--- src/rtl/muldiv.sv ---
// muldiv: iterative MIPS HI/LO multiply/divide unit (shift-add multiply, restoring divide).
module muldiv #(
  parameter int WIDTH = 32
) (
  input  logic             clk,
  input  logic             rest,
  input  logic             start,
  input  logic [2:0]       op,
  input  logic             cancel,
  input  logic [WIDTH-1:0] a,
  input  logic [WIDTH-1:0] b,
  output logic             busy,
  output logic             done,
  output logic [WIDTH-1:0] hi,
  output logic [WIDTH-1:0] lo
);
  localparam int CW = $clog2(WIDTH + 1);
  typedef enum logic [1:0] {IDLE, CALC, FIX} state_t;
  state_t state, state_n;
  logic [CW-1:0] cnt;
  logic [2*WIDTH-1:0] acc, prod;
  logic [WIDTH-1:0] m, a_q, ma, mb, q, r;
  logic [WIDTH:0] mul_sum, div_r, div_d;
  logic is_div, neg_res, neg_rem, dz, accept, sa, sb;
  always_comb begin
    accept = state == IDLE && start && !cancel;
    busy = state != IDLE;
    sa = !op[0] && a[WIDTH-1];
    sb = !op[0] && b[WIDTH-1];
    ma = sa ? -a : a;
    mb = sb ? -b : b;
    mul_sum = {1'b0, acc[2*WIDTH-1:WIDTH]} + (acc[0] ? {1'b0, m} : '0);
    div_r = acc[2*WIDTH-1:WIDTH-1];
    div_d = div_r - {1'b0, m};
    prod = neg_res ? -acc : acc;
    q = neg_res ? -acc[WIDTH-1:0] : acc[WIDTH-1:0];
    r = neg_rem ? -acc[2*WIDTH-1:WIDTH] : acc[2*WIDTH-1:WIDTH];
  end
  always_comb begin
    state_n = state;
    case (state)
      IDLE: if (accept && !op[2]) state_n = CALC;
      CALC: if (cancel) state_n = IDLE; else if (cnt == CW'(1)) state_n = FIX;
      default: state_n = IDLE;
    endcase
  end
  // acc holds {partial, multiplier} for multiply and {remainder, dividend/quotient} for divide
  always_ff @(posedge clk) begin
    if (rest) begin
      state <= IDLE;
      cnt <= '0;
      acc <= '0;
      m <= '0;
      a_q <= '0;
      is_div <= 1'b0;
      neg_res <= 1'b0;
      neg_rem <= 1'b0;
      dz <= 1'b0;
      done <= 1'b0;
      hi <= '0;
      lo <= '0;
    end else begin
      state <= state_n;
      done <= state == FIX && !cancel;
      if (accept && op == 3'd4) hi <= a;
      if (accept && op == 3'd5) lo <= a;
      if (accept && !op[2]) begin
        is_div <= op[1];
        neg_res <= sa ^ sb;
        neg_rem <= sa;
        dz <= b == '0;
        a_q <= a;
        m <= op[1] ? mb : ma;
        acc <= {{WIDTH{1'b0}}, op[1] ? ma : mb};
        cnt <= CW'(WIDTH);
      end
      if (state == CALC) begin
        cnt <= cnt - CW'(1);
        acc <= !is_div ? {mul_sum, acc[WIDTH-1:1]} :
               div_d[WIDTH] ? {div_r[WIDTH-1:0], acc[WIDTH-2:0], 1'b0} :
               {div_d[WIDTH-1:0], acc[WIDTH-2:0], 1'b1};
      end
      if (state == FIX && !cancel) begin
        hi <= !is_div ? prod[2*WIDTH-1:WIDTH] : dz ? a_q : r;
        lo <= !is_div ? prod[WIDTH-1:0] : dz ? '1 : q;
      end
    end
  end
endmodule

--- config.mk ---
export PLATFORM = sky130hd
export DESIGN_NAME = muldiv
export DESIGN_NICKNAME = d
export VERILOG_FILES = /design/src/rtl/muldiv.sv
export SDC_FILE = /design/constraint.sdc
export NUM_CORES = 1
export LEC_CHECK = 0
export BUFFER_PORTS_ARGS = -buffer_cell sky130_fd_sc_hd__buf_4
export CAP_MARGIN = 40
export CORE_MARGIN = 2
export CORE_UTILIZATION = 62
export DETAILED_ROUTE_END_ITERATION = 8
export HOLD_SLACK_MARGIN = 0.03
export PLACE_DENSITY = 0.82
export SKIP_LAST_GASP = 1
export SYNTH_ARGS = -nofsm -noshare
export SYNTH_HDL_FRONTEND = slang
export SYNTH_SLANG_ARGS = --single-unit
--- constraint.sdc ---
create_clock -name clk -period 4.63 [get_ports clk]
set_input_delay 0.6945 -clock clk [delete_from_list [all_inputs] [get_ports clk]]
set_output_delay 0.6945 -clock clk [all_outputs]
set_load 0.01 [all_outputs]
Word-level counts from Yosys, hierarchy flattened --
Cells that the tools add are included.
Operators by class: $add $sub $neg 8, eq/ne operators 7, muxes and demuxes 26, bitwise operators 1, reductions and logical operators 18
Operator list (count):
- $mux W32 | 15
- $mux W64 | 5
- $neg A32 Y32 | 4
- $neg A64 Y64 | 1
- $add A32 B32 Y33 | 1
- $sub A33 B32 Y33 | 1
- $logic_not A32 Y1 | 1
- $mux W6 | 2
- $logic_and A1 B1 Y1 | 8
- $reduce_bool A2 Y1 | 4
- $eq A3 B3 Y1 const B | 2
- $eq A6 B1 Y1 const B | 1
- $mux W2 | 3
- $sub A6 B1 Y6 const B | 1
- $pmux W2 S2 | 1
- $logic_not A1 Y1 | 3
- $ne A3 B3 Y1 const B | 1
- $eq A2 B1 Y1 const B | 1
- $eq A2 B2 Y1 const B | 1
- $logic_not A2 Y1 | 1
- $ne A2 B1 Y1 const B | 1
- $reduce_and A2 Y1 | 1
- $xor A1 B1 Y1 | 1
Storage, ports and cells: register bits after elaboration 205, input port bits 71, output and inout port bits 66, logic and storage cells 72

Longest topological paths before layout --
Gate-level depths: netlist (run 1).
word-level depth 6, gate-level depth with buffers 15, mapped depth without buffers 13

Least setup slack after synthesis (run 1) --
No wires, ideal clock.
kind input port to flip-flop, start input a[6], end register acc[16], library setup time 0.086 ns, arrival time 3.185 ns, data required time 4.544 ns, slack 1.359 ns, cell stages on the path 10, buffers on the path 1, path through clkbuf_1 -> or4_1 -> or3_1 -> or4_1 -> o31ai_2 -> xnor2_1 -> nor2_1 -> a211oi_1 -> a211oi_1 -> a211oi_1
On the way: longest elaborated chain between the ends 5
RTL lines:
- from (decl) | RTL line 10 | input logic [WIDTH-1:0] a,
- $neg A32 Y32 | RTL line 30 | ma = sa ? -a : a;
- $mux W32 | RTL line 30
- $mux W32 | RTL line 74 | acc <= {{WIDTH{1'b0}}, op[1] ? ma : mb};
- $mux W64 | RTL line 67 | if (accept && !op[2]) begin
- $mux W64 | RTL line 77 | if (state == CALC) begin
- to (signal assigned) | RTL line 74
- to (signal assigned) | RTL line 79 | acc <= !is_div ? {mul_sum, acc[WIDTH-1:1]} :
- to (decl) | RTL line 21 | logic [2*WIDTH-1:0] acc, prod;
Every way passes these cells. The select of a mux whose other input is x is not followed. A chain may end at the register's enable or synchronous reset.

Worst setup path after layout (run 1) --
start register acc[0], end register acc[62]
On the way: longest elaborated chain between the ends 4
RTL lines:
- $mux W32 | RTL line 32 | mul_sum = {1'b0, acc[2*WIDTH-1:WIDTH]} + (acc[0] ? {1'b0, m} : '0);
- $add A32 B32 Y33 | RTL line 32
- $mux W64 | RTL line 79
- $mux W64 | RTL line 77
Every way passes these cells.

==> flow_summary.yaml, run 1 <==
status:
  outcome: "complete, no violations"
place:
  place.gp.congestion: 0.999
  hpwl_um: 46700
  dpl_worst_slack_ps: 746
  placedCellCount: 2574
  io_buffers: 136
logic_synthesis:
  synth_edf_count: 0
  synth.avg_cell_area_um2: 7.52
  yosysSeqAreaShare_pct: 24.6
  synth_cell_type_count: 85
  synthArstFlopShare_pct: 0
  yosysWarnings: 0
  synth_cells: 2217
  synth_ff_type: "dfxtp_1"
  ys_ff_latch: 205
  syn_nets: 2360
  syn_area_um2: 16700
timing:
  max_slew.worst_pin.slew_ps: 898
  rsz0062_at_grt: "no"
  relSlewSlack_pct: 39.3
  fin_crit_sh_pct: 89.3
  final_max_slew_viol_count: 0
  fin_skew_ps: 13.2
  fin_ws_ps: 495
  fin_tns_setup_ps: 0
  max_freq_ghz: 0.242
  period_needed_ps: 4130
  setup_violations: 0
  hold_violations: 0
detailed_routing:
  ant_nets: 0
  wl_met3_um: 8320
  top_layer_used: "met4"
  via_count: 18000
  wl_met2_um: 27300
  drtPass1Iterations: 8
  viasPerCell: 6.89
  drt_wl_total_um: 63700
  route.detailed.drc: 0
  drt-met1-wl_um: 24700
  wl_per_cell_um: 24.3
  drt_iter0_drc: 2298
grt:
  grt-ovfl-total: 0
  grt_pass1_wl_um: 96400
  grt_pass1_vias: 16800
  grt_use_total_pct: 43.6
  grt_max_degree: 78
  antenna_found_initial: 1
final_layout:
  final_cell_mix: "265 x nand2_1, 203 x dfxtp_1, 183 x buf_4"
  nFillCells: 2213
  diodes: 0
  post-route-util_pct: 70.3
  final_cell_count_no_fill: 2617
  drive_gt1_share_pct: 11.9
  layout_commonest_cell: "nand2_1"
  fin_nets: 2402
  area_delta_synth_final_pct: 12.3
hold_path:
  hold_depth: 2
  worstHoldStart: "cancel"
  holdPathEnd: "state[1]"
  hp-class: "in -> reg"
clocking:
  numCtsBuffers: 24
  clkTransAtPathRegs_ps: 70
  cts_resized: 0
  root_buffer: "clkbuf_16"
  cts_sinks: 205
  insertion_delay_ps: 540
  clk_path_buf_depth: 3
  tritoncts: "built"
  cts_setup_buffers: 0
  cts_max_level: 1
  cts_hold_buf: 0
worst_setup_path:
  timing.rr.end: "acc[62]"
  cp-end-kind: "register"
  worstSetupPathType: "reg -> reg"
  critPathArrivalTime_ps: 4570
  crit_top_cell: "o31ai_1"
  slowest_stage: "a221oi_1"
  r2r_cells: 12
  reg2reg_slack_ps: 500
  worstReg2RegStart: "acc[0]"
  worstPathRequired_ps: 5060
  cp_max_fo: 13
  setup.worst_path.start_class: "register"
  cp_cell_sequence: "inv_1 > nor2_1 > ha_1 > a21oi_1 > o221ai_1 > a211o_1 > o21ai_0 > nand3_1 > a221oi_1 > o31ai_1 > mux2_2 > o31ai_1"
  cp_num_buf_inv: 1
  worst_path_dominant_cell_family: "compound AO/OA/AOI/OAI gates"
  slowest_delay_ps: 610
floorplanning:
  die_area_um2: 28200
  rows: 60
  ios: 137
  core_um2: 26700
  die_h_um: 168
  dieWidth_um: 168
  initial_utilization_pct: 62.6
pwr:
  vdd_drop_max_mv: 0.353
  power.total_mw: 4.97
  power.density_nw_per_um2: 265
  leakagePower_nw: 7.44
job:
  max-cap-violations: 0
[state kept, by name, summed over array words and instances (netlist names)]
signal and flops:
lo 32, m 32, acc 64, done 1
cnt 6, state 2, is_div 1, dz 1
neg_res 1, neg_rem 1, a_q 32, hi 32
[synth_stat cells, types with 15 or more instances]
cell      count  area [um2]
or3_1        27         169
dfxtp_1     205        4100
xor2_1      117        1020
nand2b_1     18         113
mux2i_1     127        1270
o21ai_1      17        85.1
nand2_1     265         995
nor2_1      172         646
o211ai_1     29         218
or4_1        16         120
nand4_1      15        93.8
ha_1         70         876
nand3_1      30         150
o21a_1       15         113
a31oi_1      23         144
a21oi_1     179         896
nor3_1       49         245
o21ai_0     144         721
xnor2_1      80         701
a211oi_1     67         503
o31ai_1      34         255
buf_1        15        56.3
o221ai_1     24         210
a21o_1       32         240
inv_1        68         255
clkbuf_1    147         552
a22oi_1      21         158
a221oi_1     40         350
[per-stage QoR]
stage | hold WS (ps) | area, um2
after floorplan | 431 | 16700
after global routing | 357 | 18700
final | 351 | 18700
after detailed placement | 445 | 17900
after global placement | 438 | 17900
after CTS | 345 | 18700
[final cells by class]
cell class | instances | area [um2] | share of cell area (%)
clock inverters | 10 | 95.1 | 0.507
repair buffers | 187 | 1440 | 7.66
well taps | 341 | 427 | 2.28
multi-input cells | 1770 | 11700 | 62.5
inverters | 71 | 267 | 1.42
flip-flops and latches | 205 | 4110 | 21.9
clock buffers | 33 | 694 | 3.71
[power by group]
part	leakage, nW	total [mW]	internal, mW	switching [mW]
clock network	0.387	1.92	1.11	0.817
registers	1.66	1.89	1.82	0.0743
logic	5.39	1.15	0.426	0.727
total	7.44	4.97	3.35	1.62
[kinds of logic after synthesis]
logic type                 synth area share, %
AOI/OAI and AO/OA                         27.1
and+or+nand+nor                           18.8
buffers and inverters                     5.57
adders and majority gates                 5.49
DFF                                       24.6
muxes                                     8.09
xor gates and xnor gates                  10.3
[worst max-delay path by stage]
stage                     startpoint      end  slack, ps  depth (start not counted)
after global routing          acc[0]  acc[63]        480                         13
after floorplan                 a[6]  acc[16]       1360                         10
final                         acc[0]  acc[62]        500                         12
after global placement          a[6]  acc[21]        840                          9
after detailed placement      acc[0]  acc[62]        750                         12
after CTS                     acc[0]  acc[62]        670                         12
[per-layer routing]
metal / track usage (%) / vias to the layer above
met2: 67.8 / 1236
met3: 11.5 / 231
li1: - / 8132
met4: 20.3 / 0
met5: 0 / -
met1: 56.7 / 8425
Note: power is estimated with default switching activity, not from simulation.
==> run 2: changes to the inputs <==
BUFFER_PORTS_ARGS = default   (was -buffer_cell sky130_fd_sc_hd__buf_4)
CELL_PAD_IN_SITES_DETAIL_PLACEMENT = 1   (was default)
CELL_PAD_IN_SITES_GLOBAL_PLACEMENT = 1   (was default)
CORE_UTILIZATION = 52   (was 62)
DONT_BUFFER_PORTS = 1   (was default)
PLACE_DENSITY = 0.87   (was 0.82)
==> run 2 against run 1 <==
Against the previous run:
- combinational power shrank 11%
- sequential power is essentially flat
- register-to-register slack gained 170 ps
- die area grew 19%
- setup slack gained 170 ps
- cell area shrank 4.8%
- fmax grew 4.4%
- flip-flop and latch count is the same
==> flow_summary.yaml, run 2 (synthesized netlist as in run 1, its figures left out) <==
final_layout:
  layout_commonest_cell: "nand2_1"
  drive_gt1_share_pct: 6.09
  top_register: "acc"
  largest_reg_flops: 64
  fin_nets: 2260
  final_cell_mix: "264 x nand2_1, 202 x dfxtp_1, 178 x a21oi_1"
  diodes: 0
  area_delta_synth_final_pct: 6.92
clocking:
  cts_hold_buf: 0
  numCtsBuffers: 25
  clk_path_buf_depth: 3
  root_buffer: "clkbuf_16"
  clkTransAtPathRegs_ps: 70
  tritoncts: "built"
  cts_max_level: 1
  cts_sinks: 205
  insertion_delay_ps: 570
  cts_setup_buffers: 0
  cts_resized: 0
place:
  place.gp.congestion: 0.934
  io_buffers: 0
  dpl_worst_slack_ps: 756
  hpwl_um: 51900
timing:
  hold-worst-slack_ps: 191
  max_slew.worst_pin.slew_ps: 982
  fin_ws_ps: 668
  setup_violations: 0
  fin_crit_sh_pct: 85.6
  fin_tns_setup_ps: 0
  hold_violations: 0
  relSlewSlack_pct: 33.6
  period_needed_ps: 3960
  rsz0062_at_grt: "no"
  final_max_slew_viol_count: 0
  max_freq_ghz: 0.252
  fin_skew_ps: 15.2
detailed_routing:
  drtPass1Iterations: 7
  wl_per_cell_um: 27.8
  drt_iter0_drc: 2211
  drt_wl_total_um: 70500
  route.detailed.drc: 0
  viasPerCell: 7.00
  via_count: 17800
  ant_nets: 0
worst_setup_path:
  critPathArrivalTime_ps: 4440
  cp_max_fo: 16
  worstPathRequired_ps: 5100
  cp-end-kind: "register"
  setup.worst_path.start_class: "register"
  worstSetupPathType: "reg -> reg"
pwr:
  vdd_drop_max_mv: 0.246
  power.density_nw_per_um2: 286
  power.total_mw: 5.11
  leakagePower_nw: 6.76
floorplanning:
  core_um2: 31600
  dieWidth_um: 183
  initial_utilization_pct: 52.9
  rows: 65
  ios: 137
  die_h_um: 183
  die_area_um2: 33500
grt:
  grt_max_degree: 152
  antenna_found_initial: 0
  grt_use_total_pct: 40.6
  grt-ovfl-total: 0
  grt_pass1_wl_um: 105000
  grt_pass1_vias: 17600
hold_path:
  hp-class: "in -> reg"
job:
  max-cap-violations: 0
status:
  outcome: "complete, no violations"
-- run 2: cell count changes in the layout (fill, tap and decap cells not counted), sizes merged --
cell,delta
clkbuf,+2
clkinv,-2
bufinv,+3
buf,-143
clkinvlp,-2
inv,+1
-- run 2: final timing paths --
check | startpoint | end | slack (ps) | cells after the start
setup / recovery | acc[0] | acc[62] | 670 | 12
hold / removal | cancel | state[1] | 190 | 1
setup reg to reg | acc[0] | acc[62] | 670 | 12
hold reg to reg | a_q[25] | a_q[25] | 450 | 2
-- run 2: power breakdown --
group          internal, mW  switching, mW  total (mW)  leakage, nW
logic                 0.375          0.648        1.02         4.66
clock network          1.31          0.870        2.18        0.442
registers              1.82         0.0805        1.90         1.66
total                  3.51           1.60        5.11         6.76
-- run 2: layout make-up --
type                            count  area (um2)
Tap cell                          402         503
Clock inverter                     10         169
Inverter                           71         267
Sequential cell                   205        4110
Clock buffer                       35         723
Multi-Input combinational cell   1770       11700
Fill cell                        3936       13700
Timing Repair Buffer               44         358
-- run 2: routing by layer --
metal | GRT usage (%) | part of all wire (%)
met1 | 51.6 | 40
met2 | 63.2 | 43
met3 | 9.05 | 10
met4 | 23.6 | 6.6
met5 | 0 | 0
-- run 2: critical path: stages (launching register included) --
cell,delay (ps)
dfxtp_1,380
inv_1,580
nor2_1,100
ha_1,370
a21oi_1,270
o221ai_1,200
a211o_1,270
o21ai_0,370
nand3_1,200
a221oi_1,500
o31ai_1,120
mux2_2,290
o31ai_1,220
-- run 2: through the flow --
| stage | utilization [%] | instance area (um2) | std cells |
|---|---|---|---|
| 3_3_place_gp | 53.5 | 16900 | 2488 |
| 6_report | 56.5 | 17800 | 2537 |
| 2_1_floorplan | - | 16700 | 2217 |
| 5_1_grt | 56.5 | 17800 | 2537 |
| 3_5_place_dp | 53.7 | 16900 | 2492 |
| 4_1_cts | 56.5 | 17800 | 2537 |
